`config.mk`:
```
export PLATFORM = sky130hd
export DESIGN_NAME = sdram_init_monitor
export DESIGN_NICKNAME = d
export VERILOG_FILES = /design/src/rtl/sdram_init_monitor.sv
export SDC_FILE = /design/constraint.sdc
export NUM_CORES = 1
export LEC_CHECK = 0
export ABC_AREA = 0
export CORE_MARGIN = 5
export CORE_UTILIZATION = 42
export CTS_CLUSTER_DIAMETER = 200
export DETAILED_ROUTE_END_ITERATION = 10
export PLACE_DENSITY = 0.69
export SLEW_MARGIN = 20
export SYNTH_ARGS = -nofsm -noshare
export SYNTH_HDL_FRONTEND = slang
export SYNTH_SLANG_ARGS = --single-unit
```
`constraint.sdc`:
```
create_clock -name iclk -period 2.6 [get_ports iclk]
set_input_delay 0.78 -clock iclk [delete_from_list [all_inputs] [get_ports iclk]]
set_output_delay 0.78 -clock iclk [all_outputs]
set_load 0.02 [all_outputs]
```
`src/rtl/sdram_init_monitor.sv`:
```
// sdram_init_monitor
// Watches the SDRAM command bus during power-up and checks the JEDEC-style
// initialisation sequence: power-up NOP time, PRECHARGE ALL, the AUTO REFRESH
// burst, LOAD MODE with a legal mode word, and the mode-register settle time.
//
// Ports
//   iclk, ireset      clock, asynchronous active-high reset
//   DRAM_CKE          clock enable; the bus is ignored while low
//   DRAM_CS_N .. _WE_N command strobes
//   DRAM_ADDR, DRAM_BA address and bank at command time
//   oready            init sequence accepted (held until reset)
//   oerr, oerr_code   sticky violation flag and code of the first violation
//   omode_reg         address word captured at LOAD MODE
//   orefresh_cnt      AUTO REFRESH commands accepted (saturates at 15)
//
// Error codes
//   1 command before power-up time   2 PRECHARGE without A10 (not ALL)
//   3 first REFRESH inside tRP       4 REFRESH/LOAD MODE inside tRC
//   5 out-of-order command           6 illegal mode word
//   7 command inside tMRD
module sdram_init_monitor #(
   parameter int unsigned T_POWERUP = 20000,
   parameter int unsigned T_RP      = 3,
   parameter int unsigned T_RC      = 9,
   parameter int unsigned T_MRD     = 2,
   parameter int unsigned N_REFRESH = 2
) (
   input  logic        iclk,
   input  logic        ireset,
   input  logic        DRAM_CKE,
   input  logic        DRAM_CS_N,
   input  logic        DRAM_RAS_N,
   input  logic        DRAM_CAS_N,
   input  logic        DRAM_WE_N,
   input  logic [12:0] DRAM_ADDR,
   input  logic [1:0]  DRAM_BA,
   output logic        oready,
   output logic        oerr,
   output logic [2:0]  oerr_code,
   output logic [12:0] omode_reg,
   output logic [3:0]  orefresh_cnt
);

   // Gap counter is wide enough for the power-up time, and never below 15 bits.
   localparam int unsigned PWR_W = $clog2(T_POWERUP + 1);
   localparam int unsigned GAP_W = (PWR_W > 15) ? PWR_W : 15;

   localparam logic [GAP_W-1:0] POWERUP_G = GAP_W'(T_POWERUP);
   localparam logic [GAP_W-1:0] RP_G      = GAP_W'(T_RP);
   localparam logic [GAP_W-1:0] RC_G      = GAP_W'(T_RC);
   localparam logic [GAP_W-1:0] MRD_G     = GAP_W'(T_MRD);
   localparam logic [3:0]       NREF_C    = 4'(N_REFRESH);

   typedef enum logic [2:0] {
      S_PWRUP, S_WAIT_PRE, S_REFRESH, S_MRD, S_READY, S_ERROR
   } state_t;

   typedef enum logic [2:0] {
      C_NOP, C_PRE, C_REF, C_LMR, C_OTHER
   } cmd_t;

   state_t           state;
   cmd_t             cmd;
   logic [GAP_W-1:0] gap;
   logic [GAP_W-1:0] gap_inc;
   logic             mode_bad;

   // Command decode from the strobes; a deselected chip is a NOP.
   always_comb begin
      cmd = C_OTHER;
      if (DRAM_CS_N) begin
         cmd = C_NOP;
      end else begin
         unique case ({DRAM_RAS_N, DRAM_CAS_N, DRAM_WE_N})
            3'b111:  cmd = C_NOP;
            3'b010:  cmd = C_PRE;
            3'b001:  cmd = C_REF;
            3'b000:  cmd = C_LMR;
            default: cmd = C_OTHER;
         endcase
      end
   end

   // Saturating increment of the NOP gap.
   always_comb begin
      gap_inc = gap;
      if (gap != {GAP_W{1'b1}}) gap_inc = gap + GAP_W'(1);
   end

   // Mode word must target BA=0, have a zero operating mode and CL of 2 or 3.
   always_comb begin
      mode_bad = (DRAM_BA != 2'b00) || (DRAM_ADDR[8:7] != 2'b00) ||
                 ((DRAM_ADDR[6:4] != 3'd2) && (DRAM_ADDR[6:4] != 3'd3));
   end

   // Sequence checker; nothing is decoded or counted while CKE is low.
   always_ff @(posedge iclk or posedge ireset) begin
      if (ireset) begin
         state        <= S_PWRUP;
         gap          <= '0;
         oready       <= 1'b0;
         oerr         <= 1'b0;
         oerr_code    <= 3'd0;
         omode_reg    <= 13'd0;
         orefresh_cnt <= 4'd0;
      end else if (DRAM_CKE) begin
         gap <= (cmd == C_NOP) ? gap_inc : '0;

         unique case (state)
            S_PWRUP: begin
               if (cmd != C_NOP) begin
                  state     <= S_ERROR;
                  oerr      <= 1'b1;
                  oerr_code <= 3'd1;
               end else if (gap_inc >= POWERUP_G) begin
                  state <= S_WAIT_PRE;
               end
            end

            S_WAIT_PRE: begin
               if (cmd == C_PRE) begin
                  if (DRAM_ADDR[10]) begin
                     state <= S_REFRESH;
                  end else begin
                     state     <= S_ERROR;
                     oerr      <= 1'b1;
                     oerr_code <= 3'd2;
                  end
               end else if (cmd != C_NOP) begin
                  state     <= S_ERROR;
                  oerr      <= 1'b1;
                  oerr_code <= 3'd5;
               end
            end

            S_REFRESH: begin
               unique case (cmd)
                  C_NOP: ;
                  // First refresh is timed from PRECHARGE, later ones from the previous refresh.
                  C_REF: begin
                     if ((orefresh_cnt == 4'd0) && (gap < RP_G)) begin
                        state     <= S_ERROR;
                        oerr      <= 1'b1;
                        oerr_code <= 3'd3;
                     end else if ((orefresh_cnt != 4'd0) && (gap < RC_G)) begin
                        state     <= S_ERROR;
                        oerr      <= 1'b1;
                        oerr_code <= 3'd4;
                     end else if (orefresh_cnt != 4'd15) begin
                        orefresh_cnt <= orefresh_cnt + 4'd1;
                     end
                  end
                  // Timing outranks ordering, which outranks the mode-word check.
                  C_LMR: begin
                     if (gap < RC_G) begin
                        state     <= S_ERROR;
                        oerr      <= 1'b1;
                        oerr_code <= 3'd4;
                     end else if (orefresh_cnt < NREF_C) begin
                        state     <= S_ERROR;
                        oerr      <= 1'b1;
                        oerr_code <= 3'd5;
                     end else if (mode_bad) begin
                        state     <= S_ERROR;
                        oerr      <= 1'b1;
                        oerr_code <= 3'd6;
                     end else begin
                        omode_reg <= DRAM_ADDR;
                        state     <= S_MRD;
                     end
                  end
                  default: begin
                     state     <= S_ERROR;
                     oerr      <= 1'b1;
                     oerr_code <= 3'd5;
                  end
               endcase
            end

            S_MRD: begin
               if (cmd != C_NOP) begin
                  state     <= S_ERROR;
                  oerr      <= 1'b1;
                  oerr_code <= 3'd7;
               end else if (gap_inc >= MRD_G) begin
                  state  <= S_READY;
                  oready <= 1'b1;
               end
            end

            // Terminal states: outputs hold until reset.
            S_READY: ;
            S_ERROR: ;
            default: state <= S_ERROR;
         endcase
      end
   end

endmodule

```
[Word-level counts from Yosys, hierarchy flattened]
Index checks and enable logic that the tools add are counted.
Word-level totals
  bits in registers: 40
  bits of input ports: 22
  output and inout bits: 22
Operators by class
  $add $sub $neg: 2
  $lt $le $gt $ge: 5
  equal/unequal tests: 24
  mux-type cells: 39
  bitwise logic cells: 7
  reduce and logical (&&, ||, !) cells: 23
Operators by type and width (number)
  $mux 3: 22
  $mux 15: 2
  $pmux 3 s4: 2
  $pmux 3 s3: 2
  $reduce_and 6->1: 3
  $add 15x1->15 const B: 1
  $eq 3x2->1 const B: 5
  $ge 15x15->1 const B: 1
  $ge 15x2->1 const B: 1
  $lt 15x2->1 const B: 1
  $lt 15x4->1 const B: 1
  $ne 15x15->1 const B: 1
  $pmux 3 s5: 1
  $ne 3x3->1 const B: 4
  $eq 3x1->1 const B: 3
  $eq 3x3->1 const B: 3
  $logic_not 3->1: 3
  $reduce_and 9->1: 1
  $mux 1: 8
  $ne 4x4->1 const B: 2
  $reduce_bool 4->1: 2
  $not 1->1: 7
  $reduce_and 7->1: 1
  $ne 2x2->1 const B: 3
  12 further kinds: 20

[Logic depth before layout (Yosys ltp)]
Gate-level depths: netlist (run 1).
  depth in word-level cells: 8
  depth in mapped cells: 9
  mapped depth without buffers: 9

[Least setup slack after synthesis (run 1)]
No wires, ideal clock.
  kind: input to register
  start point: input port DRAM_CS_N
  end point: register omode_reg[0]
  setup time: 125 ps
  arrival time: 2248 ps
  data required time: 2475 ps
  path slack: 227 ps
  stages on the path: 7
  buffers on the path: 1
  path through: nor3_1 -> nand4b_1 -> nor4_1 -> and2_4 -> nand2_1 -> buf_2 -> mux2_2
Between the ends
  cells in the longest elaborated chain, start to end: 3
Ends and longest elaborated chain
  from (decl): RTL line 31  | input logic DRAM_CS_N,
  $mux 3: RTL line 71  | if (DRAM_CS_N) begin
  $eq 3x2->1: RTL line 137  | unique case (cmd)
  $reduce_and 6->1 (no line)
  to (signal assigned): RTL line 104  | omode_reg <= 13'd0;
  to (signal assigned): RTL line 168  | omode_reg <= DRAM_ADDR;
  to (decl): RTL line 40  | output logic [12:0] omode_reg,
Every way passes these cells.
A chain may end at the register's enable or synchronous reset.

[Worst setup path after layout (run 1)]
  start point: input port DRAM_CS_N
  end point: register oerr_code[1]
Between the ends
  cells in the longest elaborated chain, start to end: 4
  elaborated cells between the ends (all ways): 17
  classes of those cells: eq/ne (10); mux (4); reduce/logical (3)
Ends and longest elaborated chain
  $mux 3 *: RTL line 71
  $eq 3x2->1 (tied with other cells): RTL line 137
  $ne 5x5->1 (no line) (tied with other cells)
  $reduce_and 9->1 (no line) or $pmux 3 s4 (tied branches)
  to (signal assigned): RTL line 132  | oerr_code <= 3'd5;
  to (signal assigned): RTL line 144  | oerr_code <= 3'd3;
  to (signal assigned): RTL line 148  | oerr_code <= 3'd4;
  to (decl): RTL line 39  | output logic [2:0] oerr_code,
Every way passes the cells marked *; elsewhere a longest branch is shown, timed or not.

==> results.json, run 1 <==
{
  "status": "complete, no violations",
  "slew-limit-headroom_pct": 65.8,
  "yosysTopAreaCellShare_pct": 41.7,
  "path_max_fanout": 3,
  "ys_top_cells_by_count": "dfrtp_1, nor2_1, a21oi_1, inv_1, mux2_2",
  "synthArstFlopShare_pct": 100,
  "die_w_um": 85.6,
  "clk_path_buf_depth": 2,
  "power.leakage_nw": 1.32,
  "fin_util_pct": 57.3,
  "slowest_delay_ns": 0.43,
  "start_kind": "input pin",
  "critPathCaptureType": "register",
  "cts_tree": "built",
  "drtPass1Iterations": 4,
  "rsz0062_at_grt": "no",
  "gp_congestion": 0.926,
  "finalCriticalPeriod_ns": 2.40,
  "initial_core_util_pct": 43.3,
  "yosys_warnings": 0,
  "rows": 27,
  "synth_seq_cells": 40,
  "syn_avg_cell_area_sq_um": 9.27,
  "setup_ws_ns": 0.202,
  "largest_register_ffs": 15,
  "fin_crit_sh_pct": 92.2,
  "totalWireLength_mm": 6.08,
  "synthesis.instances": 259,
  "p_per_area_mw_per_mm2": 480,
  "vias_per_cell": 5.77,
  "crit_top_cell": "nand3_1",
  "synth_ff_type": "dfrtp_1",
  "fin_worst_skew_ns": 0.00666,
  "clk_pin_slew_ns": 0.08,
  "drc": 0,
  "synth_cell_types": 54,
  "vdd_drop_max_mv": 0.291,
  "setup_violations": 0,
  "clock_sink_count": 40,
  "ys_seq_area_share_pct": 41.7,
  "grt_pass1_wl_mm": 10.4,
  "area_growth_pct": 32.2,
  "drt_iter0_drc": 189,
  "synth_area_sq_mm": 0.00240,
  "ant_nets": 0,
  "pin_count": 44,
  "grt-ovfl-total": 0,
  "dpl.hpwl_mm": 4.54,
  "crit_path_top_delay_cell": "clkdlybuf4s50_1",
  "path_cells": "clkdlybuf4s50_1 -> buf_4 -> nor4b_1 -> and2_1 -> nand3_1 -> nand3_1 -> or3_4 -> mux2_4",
  "holdCritPathClass": "reg2reg",
  "clock_latency_ns": 0.29,
  "cp_num_cells": 8,
  "avgRoutedWirePerCell_um": 15.5,
  "core_sq_mm": 0.00554,
  "io_buffers": 43,
  "fmax_mhz": 417,
  "hold_viol_final": 0,
  "synth.most_common_cell": "dfrtp_1",
  "yosysTopAreaCell": "dfrtp_1",
  "final_max_slew_viol_count": 0,
  "htree_levels": 2,
  "grt_pass1_vias": 2181,
  "grt_max_degree": 41,
  "place_ws_ns": -0.183,
  "required_ns": 2.78,
  "diodes": 0,
  "vias": 2261,
  "syn-num-nets": 284,
  "worstSetupPathType": "in2reg",
  "synth_edf_count": 0,
  "cts_buffers": 5,
  "dieArea_sq_mm": 0.00733,
  "maxCapViolCount": 0,
  "chipHeight_um": 85.6,
  "cp.arrival_ns": 2.57,
  "finalPower_mw": 1.52,
  "reg2reg_depth": 8,
  "nFillCells": 523,
  "whs_ns": 0.483,
  "path_buf_inv": 2,
  "clock-root-buffer": "clkbuf_8",
  "fin_nets": 344,
  "grt_use_total_pct": 17.2,
  "holdPathStages": 1,
  "yosys-top-cells-area": "dfrtp_1, mux2_2, a21oi_1",
  "drive_above_1_share_pct": 18.8,
  "tightest_slew_ns": 0.513,
  "antenna_found_initial": 0,
  "crit_family": "simple AND/OR/NAND/NOR gates"
}
where the power goes:
group	internal [mW]	total [mW]	switching (mW)
Sequential	0.653	0.698	0.0451
Clock	0.289	0.526	0.237
Combinational	0.146	0.298	0.152
Total	1.09	1.52	0.434
cells in the final DEF (no fill, tap or decap), types with 3 or more instances in the layout:
master	synthesis	routed
nor2_1	23	23
inv_1	12	12
a22o_1	3	3
and2_1	5	5
o22ai_1	5	5
nor3_1	7	7
mux2i_1	4	3
clkdlybuf4s50_1	0	43
clkbuf_8	0	5
nor4_1	7	6
nand2_1	11	11
nor2b_1	3	3
nand2b_1	3	3
nand4_1	10	10
mux2_2	12	12
a31oi_1	8	8
buf_4	2	24
nand3_1	9	9
and4_1	5	5
a21oi_1	18	18
and3_1	3	3
dfrtp_1	40	38
o21ai_0	9	9
nor3b_1	3	3
or3_1	6	6
worst paths after layout:
check                      slack (ns)          from           end
min reg2reg                      0.48  omode_reg[5]  omode_reg[5]
max in group asynchronous        1.30        ireset        gap[0]
max                              0.20     DRAM_CS_N  oerr_code[1]
min                              0.48  omode_reg[5]  omode_reg[5]
min in group asynchronous        0.92        ireset      state[0]
max reg2reg                      0.24        gap[0]      state[2]
through the flow:
step | TNS (ns) | cell area (sq um) | cells
after floorplan | 0 | 2400 | 259
after global placement | -0.894 | 3040 | 384
after detailed placement | -2.17 | 3040 | 384
after CTS | 0 | 3160 | 392
after global routing | 0 | 3170 | 392
final | 0 | 3170 | 392
worst reg2reg max path, cell delays in order (launching register included):
cell     delay (ns)
dfrtp_2        0.43
ha_2           0.22
nand4_1        0.19
or3_1          0.40
mux2i_2        0.26
nor3b_1        0.20
and4_1         0.25
a21oi_2        0.09
a31o_1         0.20
what timing repair did:
| item | in CTS | in global routing |
|---|---|---|
| hold buffers | 0 | 0 |
| setup endpoints to repair | 0 | 12 |
| setup buffers | 0 | 0 |
| gates resized for setup | 0 | 5 |
logic make-up (layout without fill, tap and decap cells):
group           after synthesis  after routing  synth area share, %
flops                        40             40                 41.7
simple gates                103            103                 24.2
mux                          18             18                 8.55
xor+xnor                      2              2                0.730
compound gates               66             66                 18.2
fa+ha+maj                     3              3                 1.56
buf+inv                      27             88                 5.11
cell type report:
class	instances	area (sq um)	share of cell area [%]
clock buffers	5	68.8	2.17
clock inverters	3	46.3	1.46
inverters	12	45.0	1.42
multi-input cells	192	1290	40.6
flip-flops and latches	40	1000	31.6
well taps	72	90.1	2.84
repair buffers	68	631	19.9
routing by layer:
| layer | share of wire (%) | routed length, um | GRT usage [%] |
|---|---|---|---|
| met4 | 0.63 | 38 | 4.03 |
| met3 | 5.0 | 304 | 3.07 |
| met1 | 45 | 2740 | 23.3 |
| met2 | 49 | 3000 | 28.7 |
| met5 | 0 | 0 | 0 |
Note: power is estimated with default switching activity, not from simulation.
==> run 2: changes to the inputs <==
Settings changed: CORE_UTILIZATION 42 to 52, CTS_CLUSTER_SIZE set to 10, PLACE_DENSITY 0.69 to 0.82.
==> results.json, run 2 (synthesis gave the netlist of run 1 again) <==
{
  "status": "complete, no violations",
  "use_met2_pct": 33.1,
  "grt_pass1_wl_mm": 10.5,
  "area_growth_pct": 29.2,
  "fin_nets": 339,
  "chipHeight_um": 78.0,
  "drtPass1Iterations": 5,
  "grt_pass1_vias": 2265,
  "clk_path_buf_depth": 2,
  "dieArea_sq_mm": 0.00608,
  "fmax_mhz": 400,
  "hold_viol_final": 0,
  "largest_register_ffs": 15,
  "p_int_mw": 0.985,
  "htree_levels": 2,
  "final_max_slew_viol_count": 0,
  "comb_power_share_pct": 21.0,
  "power.share.switching_pct": 30.6,
  "final-seq-area_sq_mm": 0.00100,
  "fin_worst_skew_ns": 0.0175,
  "start_kind": "input pin",
  "cts_buffers": 5,
  "nFillCells": 338,
  "maxCapViolCount": 0,
  "met3_usage_pct": 6.71,
  "grt-ovfl-total": 0,
  "layout_commonest_cell": "clkdlybuf4s50_1",
  "vdd_drop_max_mv": 0.402,
  "switching_power_mw": 0.434,
  "grt_max_degree": 41,
  "ant_nets": 0,
  "holdCritPathClass": "reg2reg",
  "finalPower_mw": 1.42,
  "clock_latency_ns": 0.31,
  "cts_tree": "built",
  "totalWireLength_mm": 6.34,
  "setup_ws_ns": 0.0986,
  "vias": 2314,
  "finalCriticalPeriod_ns": 2.50,
  "avgRoutedWirePerCell_um": 17.3,
  "drive_above_1_share_pct": 17.5,
  "rsz0062_at_grt": "no",
  "p_per_area_mw_per_mm2": 457,
  "pin_count": 44,
  "drt_iter0_drc": 253,
  "grt_use_met1_pct": 27.4,
  "power.leakage_nw": 1.30,
  "final_cell_mix": "clkdlybuf4s50_1, dfrtp_1, nor2_1, a21oi_1, buf_4",
  "dpl.hpwl_mm": 4.53,
  "fin_util_pct": 70.3,
  "clock_sink_count": 40,
  "die_w_um": 78.0,
  "diodes": 0,
  "antenna_found_initial": 0,
  "grt_use_total_pct": 21.1,
  "worstSetupPathType": "in2reg",
  "fin_crit_sh_pct": 96.2,
  "tightest_slew_ns": 0.521,
  "slew-limit-headroom_pct": 65.3,
  "place_ws_ns": -0.299,
  "path_max_fanout": 3,
  "critPathCaptureType": "register",
  "required_ns": 2.78,
  "drc": 0,
  "p_clk_share_pct": 29.6,
  "io_buffers": 43,
  "multiInputGateArea_sq_mm": 0.00130,
  "clock-root-buffer": "clkbuf_8",
  "vias_per_cell": 6.31,
  "setup_violations": 0,
  "core_sq_mm": 0.00441,
  "cts_setup_buffers": 0,
  "seqPwrFrac_pct": 49.4,
  "gp_congestion": 0.945,
  "clk_pin_slew_ns": 0.08,
  "rows": 24,
  "busiest_layer": "met2",
  "cp.arrival_ns": 2.69,
  "initial_core_util_pct": 54.4
}
[run 2: layout make-up]
cell class / count / area share (%)
flip-flops and latches: 40 / 32.3
repair buffers: 63 / 19.5
clock inverters: 3 / 0.605
multi-input cells: 192 / 41.8
clock buffers: 5 / 2.22
inverters: 12 / 1.45
well taps: 52 / 2.10
[run 2: power by group through the flow]
stage               clock network (mW)  registers (mW)  logic [mW]
floorplan                            0           0.698       0.186
CTS                              0.430           0.698       0.295
global route                     0.459           0.706       0.325
global placement                     0           0.708       0.285
detailed placement                   0           0.710       0.291
finish                           0.420           0.701       0.299
[run 2: worst max-delay path, stage by stage]
cell and delay [ns]:
clkdlybuf4s50_1 0.45, buf_4 0.16, nor4b_1 0.42, and2_1 0.22
nand3_1 0.11, nand3_1 0.11, or3_4 0.15, mux2_4 0.29
[run 2: per-layer routing]
| layer | up-vias | share of wire [%] |
|---|---|---|
| met2 | 118 | 48 |
| met3 | 18 | 8.8 |
| met1 | 1101 | 41 |
| met5 | - | 0 |
| met4 | 0 | 2.0 |
| li1 | 1077 | - |
[run 2: final timing paths]
path | from | end | slack [ns] | cells past startpoint
max in group asynchronous | ireset | gap[1] | 1.30 | 3
worst max register to register | gap[0] | state[2] | 0.13 | 8
worst min-delay path | omode_reg[5] | omode_reg[5] | 0.48 | 1
min in group asynchronous | ireset | oready | 0.92 | 3
worst max-delay path | DRAM_CS_N | oerr_code[1] | 0.1 | 8
worst min register to register | omode_reg[5] | omode_reg[5] | 0.48 | 1
[run 2: what timing repair did]
item                                    CTS  global route
endpoints found under the hold margin     0             0
gates resized for setup                   1             4
hold buffers                              0             0
endpoints found under the setup margin    1            12
[run 2: through the flow]
step	hold slack [ns]	cells	TNS, ns	cell area, sq um
5_1_grt	0.505	367	0	3100
3_5_place_dp	0.454	359	-4.74	2990
3_3_place_gp	0.453	359	-1.30	2990
4_1_cts	0.477	367	0	3090
6_report	0.476	367	0	3100
2_1_floorplan	0.551	259	0	2400
==> run 3: changes to the inputs <==
Settings changed: CAP_MARGIN set to 10.
==> results of run 3 <==
No change in the layout: final DEF, timing and power equal those of run 2.
